--- config.mk ---
export PLATFORM = sky130hd
export DESIGN_NAME = hazard_ctrl
export DESIGN_NICKNAME = d
export VERILOG_FILES = /design/src/rtl/hazard_ctrl.sv
export SDC_FILE = /design/constraint.sdc
export NUM_CORES = 1
export LEC_CHECK = 0
export CAP_MARGIN = 25
export CORE_ASPECT_RATIO = 1.4
export CORE_MARGIN = 1.5
export CORE_UTILIZATION = 31
export CTS_CLUSTER_SIZE = 14
export DETAILED_ROUTE_END_ITERATION = 16
export PLACE_DENSITY_LB_ADDON = 0.2
export SLEW_MARGIN = 20
export SYNTH_ARGS = -nofsm -noshare
export SYNTH_HDL_FRONTEND = slang
export SYNTH_SLANG_ARGS = --single-unit
--- constraint.sdc ---
create_clock -name clk -period 3 [get_ports clk]
set_clock_uncertainty 0.2 [all_clocks]
set_input_delay 0.3 -clock clk [delete_from_list [all_inputs] [get_ports clk]]
set_output_delay 0.3 -clock clk [all_outputs]
set_load 0.005 [all_outputs]
--- src/rtl/hazard_ctrl.sv ---
// ---------------------------------------------------------------------------
// hazard_ctrl
//
// Pipeline hazard controller for a five-stage in-order core. It produces the
// load enables and the bubble (clear) strobes for the PC and the IF/ID, ID/EX
// and EX/MEM pipeline registers. It also reports when a multi-cycle operation
// or a fetch drain is in progress, and it counts the cycles in which the PC
// was held.
//
// Parameters
//   MD_CYCLES    : number of cycles a mul/div op occupies EX (legal 2..15)
//
// Ports
//   clk, rst_n   : clock, asynchronous active-low reset
//   id_rs1/2     : source register indices of the instruction in ID
//   id_use_rs1/2 : the ID instruction actually reads rs1 / rs2
//   ex_rd        : destination register of the instruction in EX
//   ex_mem_read  : the EX instruction is a load
//   ex_redirect  : a branch or jump resolved in EX and changes the PC
//   ex_md_start  : one-cycle pulse in the first EX cycle of a mul/div op
//   imem_ready   : fetch data for the current PC is valid this cycle
//   dmem_stall   : the MEM-stage data access is not complete
//   *_en         : load enables for the PC and the pipeline registers
//   *_clear      : synchronous bubble insertion into the pipeline registers
//   busy         : state is not RUN
//   stall_count  : cycles with pc_en low since reset (wraps modulo 2^32)
//
// The outputs are combinational from the state and the inputs. They are
// forced low while rst_n is low.
// ---------------------------------------------------------------------------
module hazard_ctrl #(
    parameter int MD_CYCLES = 4
) (
    input  logic        clk,
    input  logic        rst_n,
    input  logic [4:0]  id_rs1,
    input  logic [4:0]  id_rs2,
    input  logic        id_use_rs1,
    input  logic        id_use_rs2,
    input  logic [4:0]  ex_rd,
    input  logic        ex_mem_read,
    input  logic        ex_redirect,
    input  logic        ex_md_start,
    input  logic        imem_ready,
    input  logic        dmem_stall,
    output logic        pc_en,
    output logic        if_id_en,
    output logic        id_ex_en,
    output logic        ex_mem_en,
    output logic        if_id_clear,
    output logic        id_ex_clear,
    output logic        ex_mem_clear,
    output logic        busy,
    output logic [31:0] stall_count
);

    typedef enum logic [1:0] {
        RUN     = 2'd0,
        MD_BUSY = 2'd1,
        DRAIN   = 2'd2
    } state_t;

    localparam logic [3:0] MD_LOAD = 4'(MD_CYCLES - 1);

    state_t      state_q, state_d;
    logic [3:0]  md_cnt_q, md_cnt_d;
    logic [31:0] stall_count_q, stall_count_d;
    logic        load_use_s;

    // Load-use hazard: the ID instruction reads the register that the load in EX writes. x0 is excluded.
    always_comb begin
        load_use_s = ex_mem_read && (ex_rd != 5'd0) &&
                     ((id_use_rs1 && (id_rs1 == ex_rd)) ||
                      (id_use_rs2 && (id_rs2 == ex_rd)));
    end

    // Next-state and output decode. The branches are tested in priority order, and the first match wins.
    always_comb begin
        state_d      = state_q;
        md_cnt_d     = md_cnt_q;
        pc_en        = 1'b1;
        if_id_en     = 1'b1;
        id_ex_en     = 1'b1;
        ex_mem_en    = 1'b1;
        if_id_clear  = 1'b0;
        id_ex_clear  = 1'b0;
        ex_mem_clear = 1'b0;
        busy         = (state_q != RUN);

        if (!rst_n) begin
            pc_en     = 1'b0;
            if_id_en  = 1'b0;
            id_ex_en  = 1'b0;
            ex_mem_en = 1'b0;
            busy      = 1'b0;
        end else if (dmem_stall) begin
            // Whole pipe frozen; state and counter hold.
            pc_en     = 1'b0;
            if_id_en  = 1'b0;
            id_ex_en  = 1'b0;
            ex_mem_en = 1'b0;
        end else begin
            case (state_q)
                MD_BUSY: begin
                    // Front end held; bubbles flow into MEM while the op occupies EX.
                    pc_en        = 1'b0;
                    if_id_en     = 1'b0;
                    id_ex_en     = 1'b0;
                    ex_mem_clear = 1'b1;
                    md_cnt_d     = md_cnt_q - 4'd1;
                    if (md_cnt_q == 4'd1) begin
                        state_d = RUN;
                    end else begin
                        state_d = MD_BUSY;
                    end
                end
                DRAIN: begin
                    // The wrong-path fetch is still outstanding. Keep the PC and discard what arrives.
                    pc_en       = 1'b0;
                    if_id_clear = 1'b1;
                    if (imem_ready) begin
                        state_d = RUN;
                    end else begin
                        state_d = DRAIN;
                    end
                end
                RUN: begin
                    if (ex_md_start) begin
                        // The start cycle counts as the first of MD_CYCLES stall cycles.
                        pc_en        = 1'b0;
                        if_id_en     = 1'b0;
                        id_ex_en     = 1'b0;
                        ex_mem_clear = 1'b1;
                        md_cnt_d     = MD_LOAD;
                        state_d      = MD_BUSY;
                    end else if (ex_redirect) begin
                        // The redirect overrides any load-use. The PC loads the target.
                        if_id_clear = 1'b1;
                        id_ex_clear = 1'b1;
                        if (!imem_ready) begin
                            state_d = DRAIN;
                        end else begin
                            state_d = RUN;
                        end
                    end else if (load_use_s) begin
                        // Hold PC and ID, and put one bubble into EX. The IF/ID clear stays low,
                        // even on an imem miss, so that the ID instruction is kept.
                        pc_en       = 1'b0;
                        if_id_en    = 1'b0;
                        id_ex_clear = 1'b1;
                    end else if (!imem_ready) begin
                        pc_en       = 1'b0;
                        if_id_clear = 1'b1;
                    end else begin
                        state_d = RUN;
                    end
                end
                default: begin
                    state_d  = RUN;
                    md_cnt_d = 4'd0;
                end
            endcase
        end
    end

    // Stall counter next value. It wraps naturally at 2^32.
    always_comb begin
        if (!pc_en) begin
            stall_count_d = stall_count_q + 32'd1;
        end else begin
            stall_count_d = stall_count_q;
        end
    end

    // State, mul/div counter and stall counter registers.
    always_ff @(posedge clk or negedge rst_n) begin
        if (!rst_n) begin
            state_q       <= RUN;
            md_cnt_q      <= 4'd0;
            stall_count_q <= 32'd0;
        end else begin
            state_q       <= state_d;
            md_cnt_q      <= md_cnt_d;
            stall_count_q <= stall_count_d;
        end
    end

    assign stall_count = stall_count_q;

endmodule

==> results.cfg <==
[floorplan]
initial_core_util = 0.318
fp.dieH_microns = 103
fp.dieW_microns = 74.3
fp.coreArea_sq_mm = 0.00694
rows = 36
dieArea_sq_mm = 0.00764
io_pins = 64

[grt]
grt_pass1_vias = 1827
grtUsageMet3 = 0.0430
grt_usage = 0.144
grt_use_met2 = 0.255
grt_busiest_layer = met2
grt_pass1_wl_mm = 8.49
gr-total-overflow = 0
grt_start_max_net_pins = 40
met1_usage = 0.166
antenna_found_initial = 0

[worst_setup_path]
max_stage_delay_ns = 0.52
r2r_start = state_q[0]
reg2reg_depth = 10
cp_slowest_cell = dlygate4sd3_1
cp.buffers_inverters = 5
cp-end-kind = primary output
worstPathCellList = dlygate4sd3_1 > buf_2 > nand2b_1 > inv_2 > nand2_1 > a311o_1 > o211a_2 > inv_2 > clkdlybuf4s50_1
rrSetupSlack_ns = 0.64
cpMostUsedCell = inv_2
worst_setup_path_start_kind = input port
path_class = in -> out
worstPathArrival_ns = 2.38
cp_top_family = buffers and inverters
rr_endpoint = stall_count[17]
crit_fanout = 6
cp.required_ns = 2.50

[sta]
drv_slew = 0
hold_viol_final = 0
max_freq_ghz = 0.348
tightest_slew_ns = 0.531
final.min_clock_period_ns = 2.88
setup_viol = 0
fin_crit_sh = 0.959
max_slew_margin = 0.642

[placement]
io_buffers = 63
gp_congestion = 0.806
dp_hpwl_mm = 3.96
dp_cells = 386
post_dp_cell_area_sq_mm = 0.00296

[cells_and_area]
drive_above_1_share = 0.0872
final_cells = 393
multi_input_area_sq_mm = 0.00119
utilization = 0.442
insertedDiodeCount = 0
nFillCells = 719
final_nets = 330
most-common-layout-cells = clkdlybuf4s50_1 (62), dfrtp_1 (38), nand2_1 (31), xnor2_1 (27), xor2_1 (14)
final_common_cell = clkdlybuf4s50_1
syn_to_final_growth_pct = 39.1
regArea_sq_um = 951
design_area_sq_mm = 0.00307

[synthesis]
syn_inst = 228
synth_nets = 259
yosysSeqAreaShare = 0.431
synth_warnings = 0
synth-seq-cells = 38
syn_avg_cell_area_sq_um = 9.67
ys_types = 40
syn_area_sq_mm = 0.00221

[clock_tree]
cts_tree = done
htreeDepth = 2
cts-buffers-inserted = 5
cts_buffer_depth = 2
insertion_delay_ns = 0.28
root_buffer = clkbuf_8
cts_setup_buffers = 0
clock-sinks = 38
cts.clk_slew.worst_paths_ns = 0.07

[detailed_routing]
drtAntennaViolNets = 0
vias = 1880
wl_mm = 5.10
routed_via_density = 4.78
dr.pass1.iters = 4
wl_per_cell_microns = 13.0
drc_errors = 0
drt_iter0_drc = 77

[outcome]
status = finished clean

[hold_path]
holdPathEnd = stall_count[31]
hp-class = reg -> reg
hp-start = stall_count[31]
hold_depth = 1

[power_and_ir_drop]
leakage_nw = 1.18
p_per_area_mw_per_mm2 = 555
fin_total_pwr_w = 0.00170
ir_worst_vdd_v = 0.000217

[job]
max_cap_violations = 0
[per-stage QoR]
| step | hold WS (ns) | TNS [ns] | setup slack [ns] |
|---|---|---|---|
| floorplan | -0.196 | 0 | 0.702 |
| global placement | 0.256 | 0 | 0.179 |
| detailed placement | 0.256 | 0 | 0.144 |
| CTS | 0.270 | 0 | 0.0126 |
| global route | 0.279 | -0.00772 | -0.00772 |
| finish | 0.266 | 0 | 0.123 |
[layout make-up]
type | count | area share
Tap cell | 95 | 0.0387
Timing Repair Buffer | 69 | 0.219
Multi-Input combinational cell | 171 | 0.388
Sequential cell | 38 | 0.310
Inverter | 14 | 0.0171
Clock buffer | 6 | 0.0269
[worst max path at each step]
stage / from / end / slack, ns / cells after the start
floorplan: state_q[0] / stall_count[17] / 0.70 / 10
global placement: ex_rd[1] / if_id_clear / 0.18 / 8
detailed placement: ex_rd[4] / if_id_clear / 0.14 / 8
CTS: state_q[0] / pc_en / 0.01 / 8
global route: rst_n / pc_en / -0.008 / 9
finish: rst_n / pc_en / 0.12 / 9
[synthesized netlist by cell type (all sizes together)]
library cell | instances | area share
a311oi | 1 | 0.0040
nor4 | 11 | 0.044
or3 | 4 | 0.011
o41ai | 1 | 0.0040
nand2 | 31 | 0.053
o21ai | 4 | 0.0091
xor2 | 14 | 0.056
buf | 3 | 0.0091
and4 | 2 | 0.0079
ha | 7 | 0.040
nor3 | 13 | 0.029
mux2 | 2 | 0.010
mux2i | 2 | 0.0091
clkbuf | 2 | 0.0034
dfrtp | 38 | 0.43
nand2b | 1 | 0.0028
and3 | 3 | 0.0085
a22o | 3 | 0.012
o22ai | 1 | 0.0028
nor2 | 9 | 0.015
inv | 14 | 0.024
nor2b | 2 | 0.0057
and2 | 3 | 0.0096
a31oi | 1 | 0.0028
or4 | 1 | 0.0051
a311o | 1 | 0.0045
xnor2 | 27 | 0.11
o21a | 1 | 0.0034
o211a | 1 | 0.0045
a21oi | 4 | 0.0091
nand4 | 14 | 0.047
nand3 | 7 | 0.016
[report_power, final]
group	total (W)	switching (W)	internal, W
clock	0.000342	0.000165	0.000177
combinational	0.000622	0.000276	0.000346
sequential	0.000738	0.000125	0.000613
total	0.00170	0.000566	0.00114
[routing by layer]
layer | part of all wire | vias up
li1 | - | 933
met5 | 0 | -
met4 | 0.014 | 0
met2 | 0.52 | 59
met3 | 0.055 | 5
met1 | 0.41 | 883
[repair_timing]
item,4_1_cts,5_1_grt
setup endpoints to repair,1,1
endpoints found under the hold margin,38,0
hold buffers,1,0
gates resized for setup,2,2
[logic make-up (layout without fill, tap and decap cells)]
logic type | after synthesis | count (layout) | share of synthesized area
and+or+nand+nor | 101 | 101 | 0.255
xor gates and xnor gates | 41 | 41 | 0.163
DFF | 38 | 38 | 0.431
buffers and inverters | 19 | 89 | 0.0363
AOI/OAI and AO/OA | 18 | 18 | 0.0562
adders and majority gates | 7 | 7 | 0.0397
muxes | 4 | 4 | 0.0193
[registers in the layout (all words and copies together) (netlist names)]
signal,count
stall_count,32
md_cnt_q,4
state_q,2
[worst reg2reg max path, cell delays in order (launching register included)]
cell     delay (ns)
dfrtp_1        0.42
inv_1          0.10
ha_2           0.25
nor2b_4        0.20
nand2_1        0.07
a311o_1        0.31
o211a_2        0.14
inv_2          0.09
buf_4          0.21
nor3_1         0.09
xor2_1         0.16
No activity file was read; power rests on OpenSTA's default activity.
